File: config.mk
export PLATFORM = sky130hd
export DESIGN_NAME = kbdmk1_events_flat
export DESIGN_NICKNAME = d
export VERILOG_FILES = /design/src/rtl/kbdmk1_pkg.sv /design/src/rtl/kbdmk1_events_if.sv /design/src/rtl/kbdmk1_evfifo.sv /design/src/rtl/kbdmk1_events.sv /design/src/flat_wrapper.sv
export SDC_FILE = /design/constraint.sdc
export NUM_CORES = 1
export LEC_CHECK = 0
export ABC_AREA = 1
export ABC_CLOCK_PERIOD_IN_PS = 3600
export CELL_PAD_IN_SITES_DETAIL_PLACEMENT = 1
export CELL_PAD_IN_SITES_GLOBAL_PLACEMENT = 1
export CORE_MARGIN = 4
export CORE_UTILIZATION = 39
export CTS_CLUSTER_SIZE = 12
export DETAILED_ROUTE_END_ITERATION = 10
export GPL_ROUTABILITY_DRIVEN = 1
export HOLD_SLACK_MARGIN = 0.12
export PLACE_DENSITY_LB_ADDON = 0.1
export SYNTH_ARGS = -nofsm -noshare
export SYNTH_HDL_FRONTEND = slang
export SYNTH_HIERARCHICAL = 1
export SYNTH_SLANG_ARGS = --single-unit
File: constraint.sdc
create_clock -name clk -period 3.6 [get_ports clk]
set_input_delay 0.72 -clock clk [delete_from_list [all_inputs] [get_ports clk]]
set_output_delay 0.72 -clock clk [all_outputs]
set_load 0.005 [all_outputs]
File: src/rtl/kbdmk1_pkg.sv
// Shared constants and event type for the Mk1 keyboard event controller.
package kbdmk1_pkg;

    localparam int unsigned NUM_KEYS_DEFAULT = 80;
    localparam int unsigned EV_MAKE          = 0;

    // Packed MSB-first: the make flag lands on ev_data[0], the scancode on ev_data[1:7].
    typedef struct packed {
        logic       make;
        logic [6:0] code;
    } kbd_event_t;

    function automatic kbd_event_t make_event(input logic make, input logic [6:0] code);
        kbd_event_t ev;
        ev.make = make;
        ev.code = code;
        return ev;
    endfunction

endpackage

File: src/rtl/kbdmk1_events_if.sv
// Valid/ready event channel between the key-event controller and its consumer.
interface kbdmk1_events_if;

    logic       ev_valid;
    logic       ev_ready;
    logic [0:7] ev_data;

    modport master (output ev_valid, output ev_data, input ev_ready);
    modport slave  (input ev_valid, input ev_data, output ev_ready);

endinterface

File: src/rtl/kbdmk1_evfifo.sv
// Synchronous event FIFO with wrap-bit pointers; a push into a full FIFO is accepted
// only when a pop happens in the same cycle.
module kbdmk1_evfifo
    import kbdmk1_pkg::*;
#(
    parameter int unsigned FIFO_DEPTH = 16
) (
    input  logic       clk_i,
    input  logic       rst_i,
    input  logic       push_i,
    input  logic       pop_i,
    input  kbd_event_t wdata_i,
    output kbd_event_t rdata_o,
    output logic       full_o,
    output logic       empty_o
);

    localparam int unsigned AW = $clog2(FIFO_DEPTH);

    kbd_event_t    mem_q [FIFO_DEPTH];
    logic [AW:0]   wr_ptr_q, wr_ptr_d;
    logic [AW:0]   rd_ptr_q, rd_ptr_d;
    logic          do_push, do_pop;

    assign empty_o = (wr_ptr_q == rd_ptr_q);
    assign full_o  = (wr_ptr_q[AW] != rd_ptr_q[AW]) && (wr_ptr_q[AW-1:0] == rd_ptr_q[AW-1:0]);
    assign do_pop  = pop_i && !empty_o;
    assign do_push = push_i && (!full_o || do_pop);

    // Head is forced to zero when empty so the output is defined without resetting storage.
    assign rdata_o = empty_o ? '0 : mem_q[rd_ptr_q[AW-1:0]];

    always_comb begin
        wr_ptr_d = wr_ptr_q;
        rd_ptr_d = rd_ptr_q;
        if (do_push) wr_ptr_d = wr_ptr_q + (AW+1)'(1);
        if (do_pop)  rd_ptr_d = rd_ptr_q + (AW+1)'(1);
    end

    always_ff @(posedge clk_i or posedge rst_i) begin
        if (rst_i) begin
            wr_ptr_q <= '0;
            rd_ptr_q <= '0;
        end else begin
            wr_ptr_q <= wr_ptr_d;
            rd_ptr_q <= rd_ptr_d;
        end
    end

    always_ff @(posedge clk_i) begin
        if (do_push) mem_q[wr_ptr_q[AW-1:0]] <= wdata_i;
    end

endmodule

File: src/rtl/kbdmk1_events.sv
// Key-event controller: tracks the per-key state map and queues make/break events.
// Optional per-key two-sample debounce is enabled by defining KBDMK1_EVENTS_DEBOUNCE_EN.
module kbdmk1_events
    import kbdmk1_pkg::*;
#(
    parameter int unsigned NUM_KEYS   = NUM_KEYS_DEFAULT,
    parameter int unsigned FIFO_DEPTH = 16
) (
    input  logic                 clk,
    input  logic                 reset,
    input  logic [0:6]           kbd_scancode,
    input  logic                 kbd_keypress,
    input  logic                 kbd_strobe,
    kbdmk1_events_if.master      ev,
    output logic [0:NUM_KEYS-1]  key_state,
    output logic                 ev_overflow,
    input  logic                 ovf_clear
);

    logic [0:NUM_KEYS-1] key_q, key_d;
    logic                ovf_q, ovf_d;
    logic [6:0]          code;
    logic                in_range;
    logic                differ;
    logic                accept;
    logic                push, pop, drop;
    logic                fifo_full, fifo_empty;
    kbd_event_t          push_ev, head_ev;

`ifdef KBDMK1_EVENTS_DEBOUNCE_EN
    logic [0:NUM_KEYS-1] cand_q, cand_d;
`endif

    assign code     = kbd_scancode;
    assign in_range = (32'(code) < NUM_KEYS);
    assign differ   = in_range && (kbd_keypress != key_q[code]);

    always_comb begin
        key_d  = key_q;
        accept = 1'b0;
`ifdef KBDMK1_EVENTS_DEBOUNCE_EN
        cand_d = cand_q;
        if (kbd_strobe && in_range) begin
            if (!differ) begin
                cand_d[code] = 1'b0;
            end else if (!cand_q[code]) begin
                cand_d[code] = 1'b1;
            end else begin
                cand_d[code] = 1'b0;
                accept       = 1'b1;
            end
        end
`else
        accept = kbd_strobe && differ;
`endif
        if (accept) key_d[code] = kbd_keypress;
    end

    assign push    = accept;
    assign push_ev = make_event(kbd_keypress, code);
    assign pop     = ev.ev_valid && ev.ev_ready;
    // key_state still moves on a dropped push; only the event is lost.
    assign drop    = push && fifo_full && !pop;
    assign ovf_d   = drop || (ovf_q && !ovf_clear);

    always_ff @(posedge clk or posedge reset) begin
        if (reset) begin
            key_q  <= '0;
            ovf_q  <= 1'b0;
`ifdef KBDMK1_EVENTS_DEBOUNCE_EN
            cand_q <= '0;
`endif
        end else begin
            key_q  <= key_d;
            ovf_q  <= ovf_d;
`ifdef KBDMK1_EVENTS_DEBOUNCE_EN
            cand_q <= cand_d;
`endif
        end
    end

    kbdmk1_evfifo #(
        .FIFO_DEPTH (FIFO_DEPTH)
    ) u_evfifo (
        .clk_i   (clk),
        .rst_i   (reset),
        .push_i  (push),
        .pop_i   (pop),
        .wdata_i (push_ev),
        .rdata_o (head_ev),
        .full_o  (fifo_full),
        .empty_o (fifo_empty)
    );

    assign ev.ev_valid = !fifo_empty;
    assign ev.ev_data  = head_ev;
    assign key_state   = key_q;
    assign ev_overflow = ovf_q;

endmodule

File: src/flat_wrapper.sv
// flat-port wrapper written by rule: the top's interface ports become plain ports
module kbdmk1_events_flat import kbdmk1_pkg::*;
#(
    parameter int unsigned NUM_KEYS   = NUM_KEYS_DEFAULT,
    parameter int unsigned FIFO_DEPTH = 16
)
  (clk, reset, kbd_scancode, kbd_keypress, kbd_strobe, key_state, ev_overflow, ovf_clear, ev_ev_valid, ev_ev_data, ev_ev_ready);
  kbdmk1_events_if ev_i ();
  input  logic clk;
  input  logic reset;
  input  logic [0:6] kbd_scancode;
  input  logic kbd_keypress;
  input  logic kbd_strobe;
  output logic [0:NUM_KEYS-1] key_state;
  output logic ev_overflow;
  input  logic ovf_clear;
  output wire logic [$bits(ev_i.ev_valid)-1:0] ev_ev_valid;
  output wire logic [$bits(ev_i.ev_data)-1:0] ev_ev_data;
  input wire logic [$bits(ev_i.ev_ready)-1:0] ev_ev_ready;
  assign ev_ev_valid = ev_i.ev_valid;
  assign ev_ev_data = ev_i.ev_data;
  assign ev_i.ev_ready = ev_ev_ready;
  kbdmk1_events #(.NUM_KEYS(NUM_KEYS), .FIFO_DEPTH(FIFO_DEPTH)) u_core (.clk(clk), .reset(reset), .kbd_scancode(kbd_scancode), .kbd_keypress(kbd_keypress), .kbd_strobe(kbd_strobe), .ev(ev_i), .key_state(key_state), .ev_overflow(ev_overflow), .ovf_clear(ovf_clear));
endmodule
==> results of run 1 <==
[per-layer routing]
metal | routed length [um] | vias up | share of wire (%)
li1 | - | 5074 | -
met1 | 18390 | 5330 | 44
met2 | 19880 | 273 | 48
met3 | 1792 | 77 | 4.3
met4 | 1339 | 0 | 3.2
met5 | 0 | - | 0
[sequential cells by signal, summed over array words and instances, names as in the netlist]
| name | cells |
|---|---|
| u_core/u_evfifo/rd_ptr_q | 5 |
| u_core/key_state | 80 |
| u_core/ev_overflow | 1 |
| u_core/u_evfifo/mem_q | 128 |
| u_core/u_evfifo/wr_ptr_q | 5 |
[through the flow]
stage	util [%]	setup TNS [ns]	std cells	cell area [um^2]	setup slack [ns]
finish	48.57	0	2013	14400	0.2211
global route	48.57	0	2013	14400	0.0008531
CTS	48.50	0	2013	14370	0.03301
detailed placement	45.59	-0.02995	1968	13510	-0.003922
global placement	45.59	0	1968	13510	0.02082
floorplan	-	0	1488	11750	0.4217
[path summary, 6_finish.rpt]
path                                                         start                                    end  depth (start not counted)
min in group clk                  u_core/key_state[73]$_DFFE_PP0P_       u_core/key_state[73]$_DFFE_PP0P_                          2
min reg2reg                       u_core/key_state[73]$_DFFE_PP0P_       u_core/key_state[73]$_DFFE_PP0P_                          2
max in group asynchronous                                    reset       u_core/key_state[60]$_DFFE_PP0P_                          3
max                        u_core/u_evfifo/rd_ptr_q[1]$_DFFE_PP0P_                          ev_ev_data[6]                          8
min                                                          reset           u_core/ev_overflow$_DFF_PP0_                          2
max reg2reg                u_core/u_evfifo/rd_ptr_q[1]$_DFFE_PP0P_  u_core/u_evfifo/mem_q[1][7]$_DFFE_PP_                         13
[power by group]
| part | total [mW] | switching [mW] | internal [mW] | leakage (nW) |
|---|---|---|---|---|
| Sequential | 2.99 | 0.184 | 2.81 | 2.39 |
| Combinational | 2.47 | 1.57 | 0.893 | 3.70 |
| Clock | 2.66 | 1.02 | 1.64 | 0.420 |
| Total | 8.11 | 2.78 | 5.34 | 6.51 |
[final cells by class]
cell class                      count  area (um^2)  area share (%)
Multi-Input combinational cell   1015         4539           31.53
Clock buffer                       37        743.2           5.163
Sequential cell                   219         6125           42.54
Timing Repair Buffer              179         1754           12.18
Clock inverter                      8        113.9          0.7909
Tap cell                          390        488.0           3.390
Inverter                          165        633.1           4.398
[cell families after synthesis]
logic type	share of synthesized area, %
AOI/OAI and AO/OA	0.8841
xor gates and xnor gates	0.5220
DFF	52.11
and+or+nand+nor	36.51
adders and majority gates	0.5326
buffers and inverters	9.438
[worst max-delay path: stages, from the launching register on]
cell and delay, ns:
dfrtp_2 0.55, inv_4 0.25, nand2_1 0.07, nand2_1 0.08
nor2_2 0.07, nand3_1 0.19, clkinvlp_4 0.23, a21oi_1 0.18
clkdlybuf4s50_1 0.52
[cells in the final DEF (no fill, tap or decap), drive strengths merged, types with 5 or more instances in the layout]
cell type and count:
or2 5, a21oi 11, clkinv 6, edfxtp 128
inv 162, dfrtp 91, o21ai 7, nand3 96
nor2 132, buf 79, nand2 588, clkbuf 37
ha 5, nand4 162, clkdlybuf4s50 100
[timing repair]
item                                    CTS  global route
hold buffers                              0             0
resized for setup                         2             9
endpoints found under the setup margin    9             8
==> summary.md, run 1 <==
| Metric | Value |
|---|---|
| Routability Congestion | `0.8186` |
| Die Area | `0.03296 mm^2` |
| Count leader, synth | `nand2_1` |
| Hold Slack | `0.4426 ns` |
| PwrDens | `563.6 mW/mm^2` |
| Post-synth EDFFs | `128` |
| Share of layout cells above drive strength 1 | `8.749%` |
| Area added between synthesis and finish | `22.56%` |
| Fin. Hold Viols | `0` |
| Starting DRT DRC Count | `721` |
| Worst EP arrival | `2.66 ns` |
| Yosys reg bits | `219` |
| Finish-stage setup viols | `0` |
| Met3 usage | `2.885%` |
| Latest clock arrival within the worst-skew pair | `0.52 ns` |
| Cell variety after synth | `31` |
| First-pass GRT wire length | `65,390 um` |
| Worst-margin pin slew | `1.047 ns` |
| Largest area contributor in the netlist | `edfxtp_1` |
| Synth Flop Type | `edfxtp_1` |
| Share of the synthesized area in the top cell type | `32.72%` |
| Syn Nets | `1,506` |
| Post-synth top cells | `nand2_1, nand4_1, inv_1, edfxtp_1, nor2_1` |
| Final HPWL from detailed placement | `26,970 um` |
| Maximum vdd ir drop | `0.3640 mV` |
| # diodes | `0` |
| Sequential share of the synthesized area | `52.11%` |
| # Post-CTS Setup Buffers | `0` |
| IO Port Bufs | `102` |
| Mean Syn Cell Area | `7.894 um^2` |
| Met2 usage | `41.73%` |
| H-tree depth | `1` |
| Pre-antenna DRT Iters | `4` |
| Initial antenna violation count | `0` |
| Num ports | `103` |
| Vias in the first global route | `11.28k` |
| Status | `finished, final reports clean` |
| Critical Path RT | `2.88 ns` |
| Reg2Reg Setup Slack | `0.72 ns` |
| Worst Setup End Kind | `primary output` |
| Row count | `63` |
| FMAX | `0.2960 GHz` |
| Max Cap Viol | `0` |
| Final period util | `93.86%` |
| Power Total | `8.113 mW` |
| Post-synthesis cell area | `0.01175 mm^2` |
| Die height | `181.5 um` |
| Filler cells | `3,596` |
| Critical path startpoint category | `register` |
| Area of the core region | `0.02964 mm^2` |
| Met1 global-route usage | `33.76%` |
| Clock sink count | `219` |
| Clock skew | `0.008992 ns` |
| DRC viols | `0` |
| Slew Limit Fails | `0` |
| Via density | `5.342` |
| GRT Max-Usage Layer | `met2` |
| Hold Path Class | `input pin to asynchronous set/reset pin` |
| Clk buf depth | `3` |
| Nets | `1,623` |
| Number of buffers created by CTS | `25` |
| Setup CP Type | `register to primary output` |
| ANT nets after route | `0` |
| Share of flip-flops with an asynchronous set or reset | `41.55%` |
| Die Wd | `181.5 um` |
| DR vias | `10.75k` |
| Total leakage power | `6.509 nW` |
| Main area contributors after synthesis | `edfxtp_1, dfrtp_1, nand2_1` |
| Clock slew at reported path FFs | `0.06 ns` |
| Root Driver | `clkbuf_16` |
| Starting density of the core | `39.63%` |
| Relative slew slack | `30.20%` |
| All-Layer GR Usage | `24.90%` |
| TritonCTS clock tree | `built` |
| Routed length per placed instance | `20.57 um` |
| Yosys warns | `6` |
| Total gr overflow | `0` |
| Worst-path fanout max | `18` |
| Unrepaired setup endpoints after global routing | `false` |
| Tmin final | `3.379 ns` |
| Pin count of the biggest net entering global routing | `161` |
| Routed WL | `41,400 um` |
| Gate Count Post-Synth | `1,488` |
No activity file was read; power rests on OpenSTA's default activity.
==> inputs of run 2 (changes only) <==
--- a/config.mk
+++ b/config.mk
@@ -9,8 +9,9 @@
 export ABC_CLOCK_PERIOD_IN_PS = 3600
 export CELL_PAD_IN_SITES_DETAIL_PLACEMENT = 1
 export CELL_PAD_IN_SITES_GLOBAL_PLACEMENT = 1
+export CORE_ASPECT_RATIO = 1.1
 export CORE_MARGIN = 4
-export CORE_UTILIZATION = 39
+export CORE_UTILIZATION = 40
 export CTS_CLUSTER_SIZE = 12
 export DETAILED_ROUTE_END_ITERATION = 10
 export GPL_ROUTABILITY_DRIVEN = 1
==> run 2 against run 1 <==
Compared with the run above: worst hold slack gained 0.063 ns; final cell count down 1.5%; clock skew increased by 0.010 ns; largest power group unchanged.
==> summary.md, run 2 (same netlist as run 1, synthesis figures left out) <==
| Metric | Value |
|---|---|
| Status | `finished, final reports clean` |
| Critical Path RT | `2.88 ns (about the same)` |
| Routed length per placed instance | `19.95 um (-3.0%)` |
| Routed WL | `39,570 um (-4.4%)` |
| Die Area | `0.03218 mm^2 (-2.4%)` |
| Clock slew at reported path FFs | `0.06 ns (about the same)` |
| All-Layer GR Usage | `24.67% (-0.23 points)` |
| Via density | `5.368 (+0.47%)` |
| Starting density of the core | `40.80% (+1.2 points)` |
| Num ports | `103 (unchanged)` |
| DR vias | `10.64k (-1.0%)` |
| First-pass GRT wire length | `63,110 um (-3.5%)` |
| Starting DRT DRC Count | `682 (-5.4%)` |
| Tmin final | `3.362 ns (-0.01672 ns)` |
| Latest clock arrival within the worst-skew pair | `0.53 ns (about the same)` |
| Final period util | `93.39% (-0.46 points)` |
| Max Cap Viol | `0 (unchanged)` |
| GRT Max-Usage Layer | `met2` |
| ANT nets after route | `0 (unchanged)` |
| Util after Layout | `49.37% (+0.80 points)` |
| Power Total | `7.894 mW (-2.7%)` |
| Filler cells | `3,485 (-3.1%)` |
| Commonest non-fill, non-tap cell in the layout | `nand2_1` |
| Most frequent CP cell | `nand2_1` |
| Delay-heaviest family, CP | `buffers and inverters` |
| Nets | `1,616 (-0.43%)` |
| Share of layout cells above drive strength 1 | `8.111% (-0.64 points)` |
| Met2 usage | `42.51% (+0.78 points)` |
| Clock skew | `0.01923 ns (+0.01024 ns)` |
| # Post-CTS Setup Buffers | `0 (unchanged)` |
| Unrepaired setup endpoints after global routing | `false` |
| Critical path startpoint category | `register` |
| DRC viols | `0 (unchanged)` |
| Setup TNS | `0 ns (unchanged)` |
| Final Instance Count excl. Fillers | `1,983 (-1.5%)` |
| Relative slew slack | `37.01% (+6.8 points)` |
| Root Driver | `clkbuf_16` |
| Worst EP arrival | `2.64 ns (-0.02 ns)` |
| Total gr overflow | `0 (unchanged)` |
| Routability Congestion | `0.8372 (+2.3%)` |
| IO Port Bufs | `102 (unchanged)` |
| Slew Limit Fails | `0 (unchanged)` |
| Commonest non-fill, non-tap cells in the layout | `nand2_1, nand4_1, inv_1` |
| Number of buffers created by CTS | `25 (unchanged)` |
| Clk buf depth | `3 (unchanged)` |
| Area of the core region | `0.02879 mm^2 (-2.9%)` |
| Worst-margin pin slew | `0.9448 ns (-0.1022 ns)` |
| Row count | `65 (+3.2%)` |
| Critical path cell sequence | `buf_12 -> nand2_1 -> nand2_1 -> nor2_2 -> nand3_1 -> clkinv_1 -> a21oi_1 -> clkdlybuf4s50_1` |
| Clock sink count | `219 (unchanged)` |
| Pin count of the biggest net entering global routing | `161 (unchanged)` |
| Crit path buf inv count | `3 (unchanged)` |
| H-tree depth | `1 (unchanged)` |
| FMAX | `0.2974 GHz (+0.50%)` |
| Hold Path Class | `register to register` |
| Worst-path fanout max | `68 (+50)` |
| Worst Setup End Kind | `primary output` |
| Die height | `187.7 um (+3.4%)` |
| Largest register FFs | `128 (unchanged)` |
| Vias in the first global route | `11.10k (-1.6%)` |
| Inst Count DP | `1,939 (-1.5%)` |
| TritonCTS clock tree | `built` |
| Initial antenna violation count | `1 (+1)` |
| Met1 global-route usage | `33.24% (-0.53 points)` |
| Total leakage power | `6.439 nW (-1.1%)` |
| CP max stage cell | `clkdlybuf4s50_1` |
| Maximum vdd ir drop | `0.2968 mV (-18%)` |
| # diodes | `0 (unchanged)` |
| Final HPWL from detailed placement | `26,160 um (-3.0%)` |
| Met3 usage | `2.678% (-0.21 points)` |
| PwrDens | `555.3 mW/mm^2 (-1.5%)` |
| Fin. Hold Viols | `0 (unchanged)` |
| Finish-stage setup viols | `0 (unchanged)` |
| Setup CP Type | `register to primary output` |
| Area added between synthesis and finish | `21.02%` |
| CP max stage delay | `0.55 ns (about the same)` |
| Die Wd | `171.4 um (-5.6%)` |
| Pre-antenna DRT Iters | `5 (+1)` |
[run 2: worst register-to-register path, cell delays in order (launching register included)]
cell      delay (ns)
dfrtp_2         0.40
buf_12          0.28
nand2_1         0.16
nand2_1         0.09
nor2_2          0.06
nand3_1         0.12
clkinv_1        0.24
nor2_1          0.24
inv_1           0.10
nand4_4         0.15
nand2_2         0.10
buf_12          0.16
nor2_1          0.14
buf_4           0.20
[run 2: through the flow]
step                      setup slack [ns]  hold WS (ns)  area [um^2]
after floorplan                     0.4217        0.4774        11750
after global placement              0.1197        0.4899        13420
after detailed placement           0.02041        0.4931        13420
after CTS                          0.04964        0.5082        14210
after global routing               0.02576        0.5218        14210
final                               0.2379        0.5056        14210
[run 2: final timing paths]
path                                                          from                                 endpoint  slack, ns  cells after the start
max                        u_core/u_evfifo/rd_ptr_q[0]$_DFFE_PP0P_                            ev_ev_data[4]       0.24                      8
min                               u_core/key_state[77]$_DFFE_PP0P_         u_core/key_state[77]$_DFFE_PP0P_       0.51                      2
max reg2reg                u_core/u_evfifo/rd_ptr_q[0]$_DFFE_PP0P_    u_core/u_evfifo/mem_q[1][5]$_DFFE_PP_       0.87                     13
min reg2reg                       u_core/key_state[77]$_DFFE_PP0P_         u_core/key_state[77]$_DFFE_PP0P_       0.51                      2
max in group asynchronous                                    reset         u_core/key_state[65]$_DFFE_PP0P_       2.27                      3
min in group asynchronous                                    reset  u_core/u_evfifo/wr_ptr_q[0]$_DFFE_PP0P_       0.55                      2
[run 2: cell type report]
cell class                 count  area [um^2]  share of cell area, %
sequential                   219         6125                  43.09
multi-input combinational   1015         4537                  31.92
timing repair buffer         172         1677                  11.79
clock buffer                  28        636.9                  4.480
inverter                     165        628.1                  4.419
tap                          368        460.4                  3.239
clock inverter                16        151.4                  1.065
[run 2: power breakdown]
group | switching, mW | total (mW) | leakage, nW | internal, mW
Sequential | 0.179 | 2.99 | 2.39 | 2.81
Clock | 1.02 | 2.49 | 0.391 | 1.48
Combinational | 1.53 | 2.41 | 3.66 | 0.883
Total | 2.73 | 7.89 | 6.44 | 5.17
[run 2: metal layers]
layer	share of wire (%)	routed length (um)	vias to the layer above
met5	0.033	13	-
met4	2.3	903	2
met3	3.7	1471	52
met2	50	19860	229
met1	44	17320	5298
li1	-	-	5063
[run 2: what timing repair did]
| item | in CTS | in global routing |
|---|---|---|
| hold endpoints to repair | 0 | 0 |
| hold buffers | 0 | 0 |
| gates resized for setup | 0 | 5 |
| setup endpoints to repair | 0 | 8 |
==> inputs of run 3 (changes only) <==
--- a/config.mk
+++ b/config.mk
@@ -6,7 +6,6 @@
 export NUM_CORES = 1
 export LEC_CHECK = 0
 export ABC_AREA = 1
-export ABC_CLOCK_PERIOD_IN_PS = 3600
 export CELL_PAD_IN_SITES_DETAIL_PLACEMENT = 1
 export CELL_PAD_IN_SITES_GLOBAL_PLACEMENT = 1
 export CORE_ASPECT_RATIO = 1.1
==> results of run 3 <==
No change in the layout: final DEF, timing and power equal those of run 2.
